<file path="src/rtl/pipe_hazard_ctrl_pkg.sv">
// pipe_hazard_ctrl_pkg: shared register-address width and hazard FSM state encodings
package pipe_hazard_ctrl_pkg;
  localparam int ASIZE = 5;
  typedef enum logic {PHC_RUN = 1'b0, PHC_MEM_WAIT = 1'b1} phc_state_t;
endpackage

</file>
<file path="src/rtl/pipe_hazard_ctrl_lu_detect.sv">
// lu_detect: combinational load-use compare between the load in EXE and the ID operands
module lu_detect
  import pipe_hazard_ctrl_pkg::*;
(
  input  logic [ASIZE-1:0] id_rs,
  input  logic [ASIZE-1:0] id_rt,
  input  logic             id_uses_rt,
  input  logic             ex_memtoReg,
  input  logic [ASIZE-1:0] ex_waddr,
  output logic             lu
);
  assign lu = ex_memtoReg && ex_waddr != '0 && (ex_waddr == id_rs || (id_uses_rt && ex_waddr == id_rt));
endmodule

</file>
<file path="src/rtl/pipe_hazard_ctrl.sv">
// pipe_hazard_ctrl: stall/flush sequencer with dmem wait timeout; PIPE_PERF_CNT_EN adds stall/flush counters
module pipe_hazard_ctrl
  import pipe_hazard_ctrl_pkg::*;
#(
  parameter int MEM_TIMEOUT = 16
`ifdef PIPE_PERF_CNT_EN
  , parameter int CNT_W = 16
`endif
) (
  input  logic             clk,
  input  logic             rst,
  input  logic [ASIZE-1:0] id_rs,
  input  logic [ASIZE-1:0] id_rt,
  input  logic             id_uses_rt,
  input  logic             ex_memtoReg,
  input  logic [ASIZE-1:0] ex_waddr,
  input  logic             branch_taken,
  input  logic             dmem_req,
  input  logic             dmem_ready,
  output logic             pc_en,
  output logic             ifid_en,
  output logic             ifid_flush,
  output logic             idex_flush,
  output logic             exmem_en,
  output logic             memwb_bubble,
`ifdef PIPE_PERF_CNT_EN
  output logic             mem_err,
  output logic [CNT_W-1:0] stall_cnt,
  output logic [CNT_W-1:0] flush_cnt
`else
  output logic             mem_err
`endif
);
  localparam int TW = $clog2(MEM_TIMEOUT + 1);
  phc_state_t state, state_nx;
  logic [TW-1:0] cnt, cnt_nx;
  logic err, lu, timeout, stall;
  lu_detect u_lu (
    .id_rs(id_rs), .id_rt(id_rt), .id_uses_rt(id_uses_rt),
    .ex_memtoReg(ex_memtoReg), .ex_waddr(ex_waddr), .lu(lu)
  );
  assign timeout = state == PHC_MEM_WAIT && !dmem_ready && cnt == TW'(MEM_TIMEOUT);
  assign stall = !rst && (state == PHC_RUN ? dmem_req && !dmem_ready : !dmem_ready && !timeout);
  // a timeout releases the pipe like a ready, but the lost access must not write back
  assign pc_en = !rst && !stall && (branch_taken || !lu);
  assign ifid_en = pc_en;
  assign exmem_en = !rst && !stall;
  assign ifid_flush = rst || (!stall && branch_taken);
  assign idex_flush = rst || (!stall && (branch_taken || lu));
  assign memwb_bubble = rst || stall || timeout;
  assign mem_err = err && !rst;
  always_comb begin
    state_nx = state == PHC_RUN ? (dmem_req && !dmem_ready ? PHC_MEM_WAIT : PHC_RUN)
                                : (dmem_ready || timeout ? PHC_RUN : PHC_MEM_WAIT);
    cnt_nx = state_nx == PHC_RUN ? '0 : state == PHC_RUN ? TW'(1) : cnt + TW'(cnt != TW'(MEM_TIMEOUT));
  end
  always_ff @(posedge clk) begin
    if (rst) begin
      state <= PHC_RUN;
      cnt <= '0;
      err <= 1'b0;
    end else begin
      state <= state_nx;
      cnt <= cnt_nx;
      err <= err || timeout;
    end
  end
`ifdef PIPE_PERF_CNT_EN
  always_ff @(posedge clk) begin
    if (rst) begin
      stall_cnt <= '0;
      flush_cnt <= '0;
    end else begin
      if (!pc_en && !(&stall_cnt)) stall_cnt <= stall_cnt + 1'b1;
      if (!stall && branch_taken && !(&flush_cnt)) flush_cnt <= flush_cnt + 1'b1;
    end
  end
`endif
endmodule

</file>
<file path="config.mk">
export PLATFORM = sky130hd
export DESIGN_NAME = pipe_hazard_ctrl
export DESIGN_NICKNAME = d
export VERILOG_FILES = /design/src/rtl/pipe_hazard_ctrl_pkg.sv /design/src/rtl/pipe_hazard_ctrl_lu_detect.sv /design/src/rtl/pipe_hazard_ctrl.sv
export SDC_FILE = /design/constraint.sdc
export NUM_CORES = 1
export LEC_CHECK = 0
export ABC_AREA = 1
export CORE_MARGIN = 3
export CORE_UTILIZATION = 29
export DETAILED_ROUTE_END_ITERATION = 12
export HOLD_SLACK_MARGIN = 0.08
export PLACE_DENSITY = 0.71
export SETUP_SLACK_MARGIN = 0.1
export SYNTH_ARGS = -nofsm -noshare
export SYNTH_HDL_FRONTEND = slang
export SYNTH_HIERARCHICAL = 1
export SYNTH_SLANG_ARGS = --single-unit
</file>
<file path="constraint.sdc">
create_clock -name clk -period 1.52 [get_ports clk]
set_clock_uncertainty 0.2 [all_clocks]
set_input_delay 0.304 -clock clk [delete_from_list [all_inputs] [get_ports clk]]
set_output_delay 0.304 -clock clk [all_outputs]
set_load 0.03 [all_outputs]
</file>
==> flow_metrics.env <==
export IMPL_drc=0
export IMPL_num_rows=16
export IMPL_gr_total_overflow=0
export IMPL_via_per_inst=4.21
export IMPL_antenna_found_initial=0
export IMPL_synth_top_area_cell="dfxtp_1"
export IMPL_failed_checks="negative setup slack"
export IMPL_grt_max_degree=6
export IMPL_cts_buffers=3
export IMPL_synth_area_leaders="dfxtp_1 23%, nand2_1 17%, inv_1 12%"
export IMPL_fp_coreArea_um2=2000
export IMPL_start_util_pct=31.0
export IMPL_syn_nets=131
export IMPL_setup_ws_ns=-0.382
export IMPL_leakagePower_nw=0.589
export IMPL_tightest_slew_ns=0.193
export IMPL_cts_root_buf="clkbuf_4"
export IMPL_ys_seq_area_share_pct=22.6
export IMPL_netlist_area_um2=621
export IMPL_powerDensity_nw_per_um2=523
export IMPL_synth_most_common_cell="nand2_1"
export IMPL_path_clk_slew_ns=0.06
export IMPL_final_max_slew_viol_count=0
export IMPL_cap_violations=0
export IMPL_hold_viol_final=0
export IMPL_dp_final_hpwl_um=1280
export IMPL_cp_arrival_ns=1.40
export IMPL_multi_input_area_um2=493
export IMPL_grt_pass1_wl_um=2690
export IMPL_drtIter0Drc=10
export IMPL_critPathMaxFanout=4
export IMPL_wl_per_cell_um=9.80
export IMPL_fillers=189
export IMPL_die_area_um2=2730
export IMPL_slew_headroom_pct=87.0
export IMPL_antenna_cells=0
export IMPL_synth_area_per_cell_um2=5.85
export IMPL_tns_ns=-2.28
export IMPL_clockBufferDepth=2
export IMPL_path_class="reg2out"
export IMPL_synth_ff_type="dfxtp_1"
export IMPL_cts_sinks=7
export IMPL_fin_cells=179
export IMPL_drive_above_1_share_pct=49.3
export IMPL_grt_usage_pct=13.3
export IMPL_num_io_pins=29
export IMPL_max_vdd_ir_drop_uv=298
export IMPL_required_ns=1.02
export IMPL_synthDominantCellAreaShare_pct=22.6
export IMPL_status="complete, but fails checks"
export IMPL_drt_wl_total_um=1760
export IMPL_fmax_mhz=526
export IMPL_finish_utilization_pct=56.9
export IMPL_ys_seq_elements=7
export IMPL_async_flop_share_pct=0
export IMPL_first_pass_iters=4
export IMPL_chipWidth_um=52.3
export IMPL_post_route_min_period_ns=1.90
export IMPL_fin_nets=178
export IMPL_ys_types=17
export IMPL_clock_latency_ns=0.26
export IMPL_setup_viol=9
export IMPL_synth_cells_most_frequent="28 x nand2_1, 20 x inv_1, 19 x nor2_1"
export IMPL_yosysWarnings=6
export IMPL_crit_path_end_kind="output pin"
export IMPL_rsz0062_at_grt="true"
export IMPL_globalplace_congestion=0.732
export IMPL_worst_setup_path_start_kind="flip-flop"
export IMPL_finalCritPeriodShare_pct=125
export IMPL_placed_cells=172
export IMPL_first_global_vias=707
export IMPL_synth_edf_count=0
export IMPL_p_total_mw=0.597
export IMPL_pre_cts_slack_ns=-1.21
export IMPL_synthesis_instances=106
export IMPL_die_h_um=52.3
export IMPL_htreeDepth=1
export IMPL_hp_class="in2reg"
export IMPL_final_antenna_net_count=0
export IMPL_seq_area_um2=143
export IMPL_area_growth_pct=83.7
export IMPL_cts_tree="yes"
export IMPL_vias=754
export IMPL_port_buffers=28
==> layout by cell type, fill, tap and decap left out, types with 5 or more instances in the layout <==
cell / n
buf_4: 14
nand2_1: 26
nand2_4: 5
inv_2: 8
buf_2: 9
buf_6: 13
dfxtp_1: 5
nand3_1: 6
inv_1: 14
nor2_2: 6
nor2_1: 12
==> flip-flops by register name, indices dropped and copies added (netlist names) <==
register  flops
cnt           5
err           1
state         1
==> power breakdown <==
part,internal (mW),leakage [nW],total [mW],switching (mW)
registers,0.187,0.0576,0.189,0.00161
clock network,0.101,0.0150,0.177,0.0762
logic,0.114,0.517,0.231,0.117
total,0.402,0.589,0.597,0.194
==> layer usage <==
metal | track usage (%) | part of all wire [%] | up-vias
li1 | - | - | 405
met1 | 15.6 | 43 | 327
met2 | 22.2 | 51 | 18
met3 | 2.85 | 3.6 | 4
met4 | 7.66 | 2.4 | 0
met5 | 0 | 0 | -
==> stage by stage <==
| step | area (µm²) | hold WS [ns] |
|---|---|---|
| after floorplan | 643 | 0.173 |
| after global placement | 1020 | 0.242 |
| after detailed placement | 1020 | 0.252 |
| after CTS | 1080 | 0.277 |
| after global routing | 1140 | 0.268 |
| final | 1140 | 0.268 |
==> cells by family (layout without fill, tap and decap cells) <==
| kind of cell | count (synthesis) | after routing | share of synthesized area (%) |
|---|---|---|---|
| xor+xnor | 4 | 4 | 5.65 |
| compound gates | 3 | 3 | 2.42 |
| flops | 7 | 7 | 22.6 |
| simple gates | 66 | 66 | 48.8 |
| buf+inv | 23 | 69 | 14.5 |
| fa+ha+maj | 3 | 3 | 6.05 |
==> worst max-delay path, stage by stage, from the launching register on <==
cell	delay (ns)
dfxtp_2	0.32
inv_2	0.06
ha_4	0.12
nand2_2	0.04
inv_2	0.08
nand2_4	0.06
nand2_4	0.10
nand2_4	0.07
nor2_4	0.11
nand2_4	0.05
buf_6	0.13
==> repair_timing <==
| action | CTS | global route |
|---|---|---|
| resized for setup | 105 | 15 |
| buffers inserted | 2 | 1 |
| setup endpoints to repair | 10 | 10 |
| hold buffers | 0 | 0 |
| pin swaps | 32 | 8 |
==> cell type report <==
type	count	area share, %
multi-input combinational	76	43.2
sequential	7	12.5
tap	27	2.96
timing repair buffer	43	31.7
clock buffer	4	2.31
inverter	22	7.24
==> final timing paths <==
check,from,end,slack [ns],cells after the start
max,cnt[1],memwb_bubble,-0.38,10
min,rst,err,0.27,3
max reg2reg,cnt[1],state,-0.07,12
min reg2reg,err,err,0.33,2
Power figures use the tool's default switching activity.
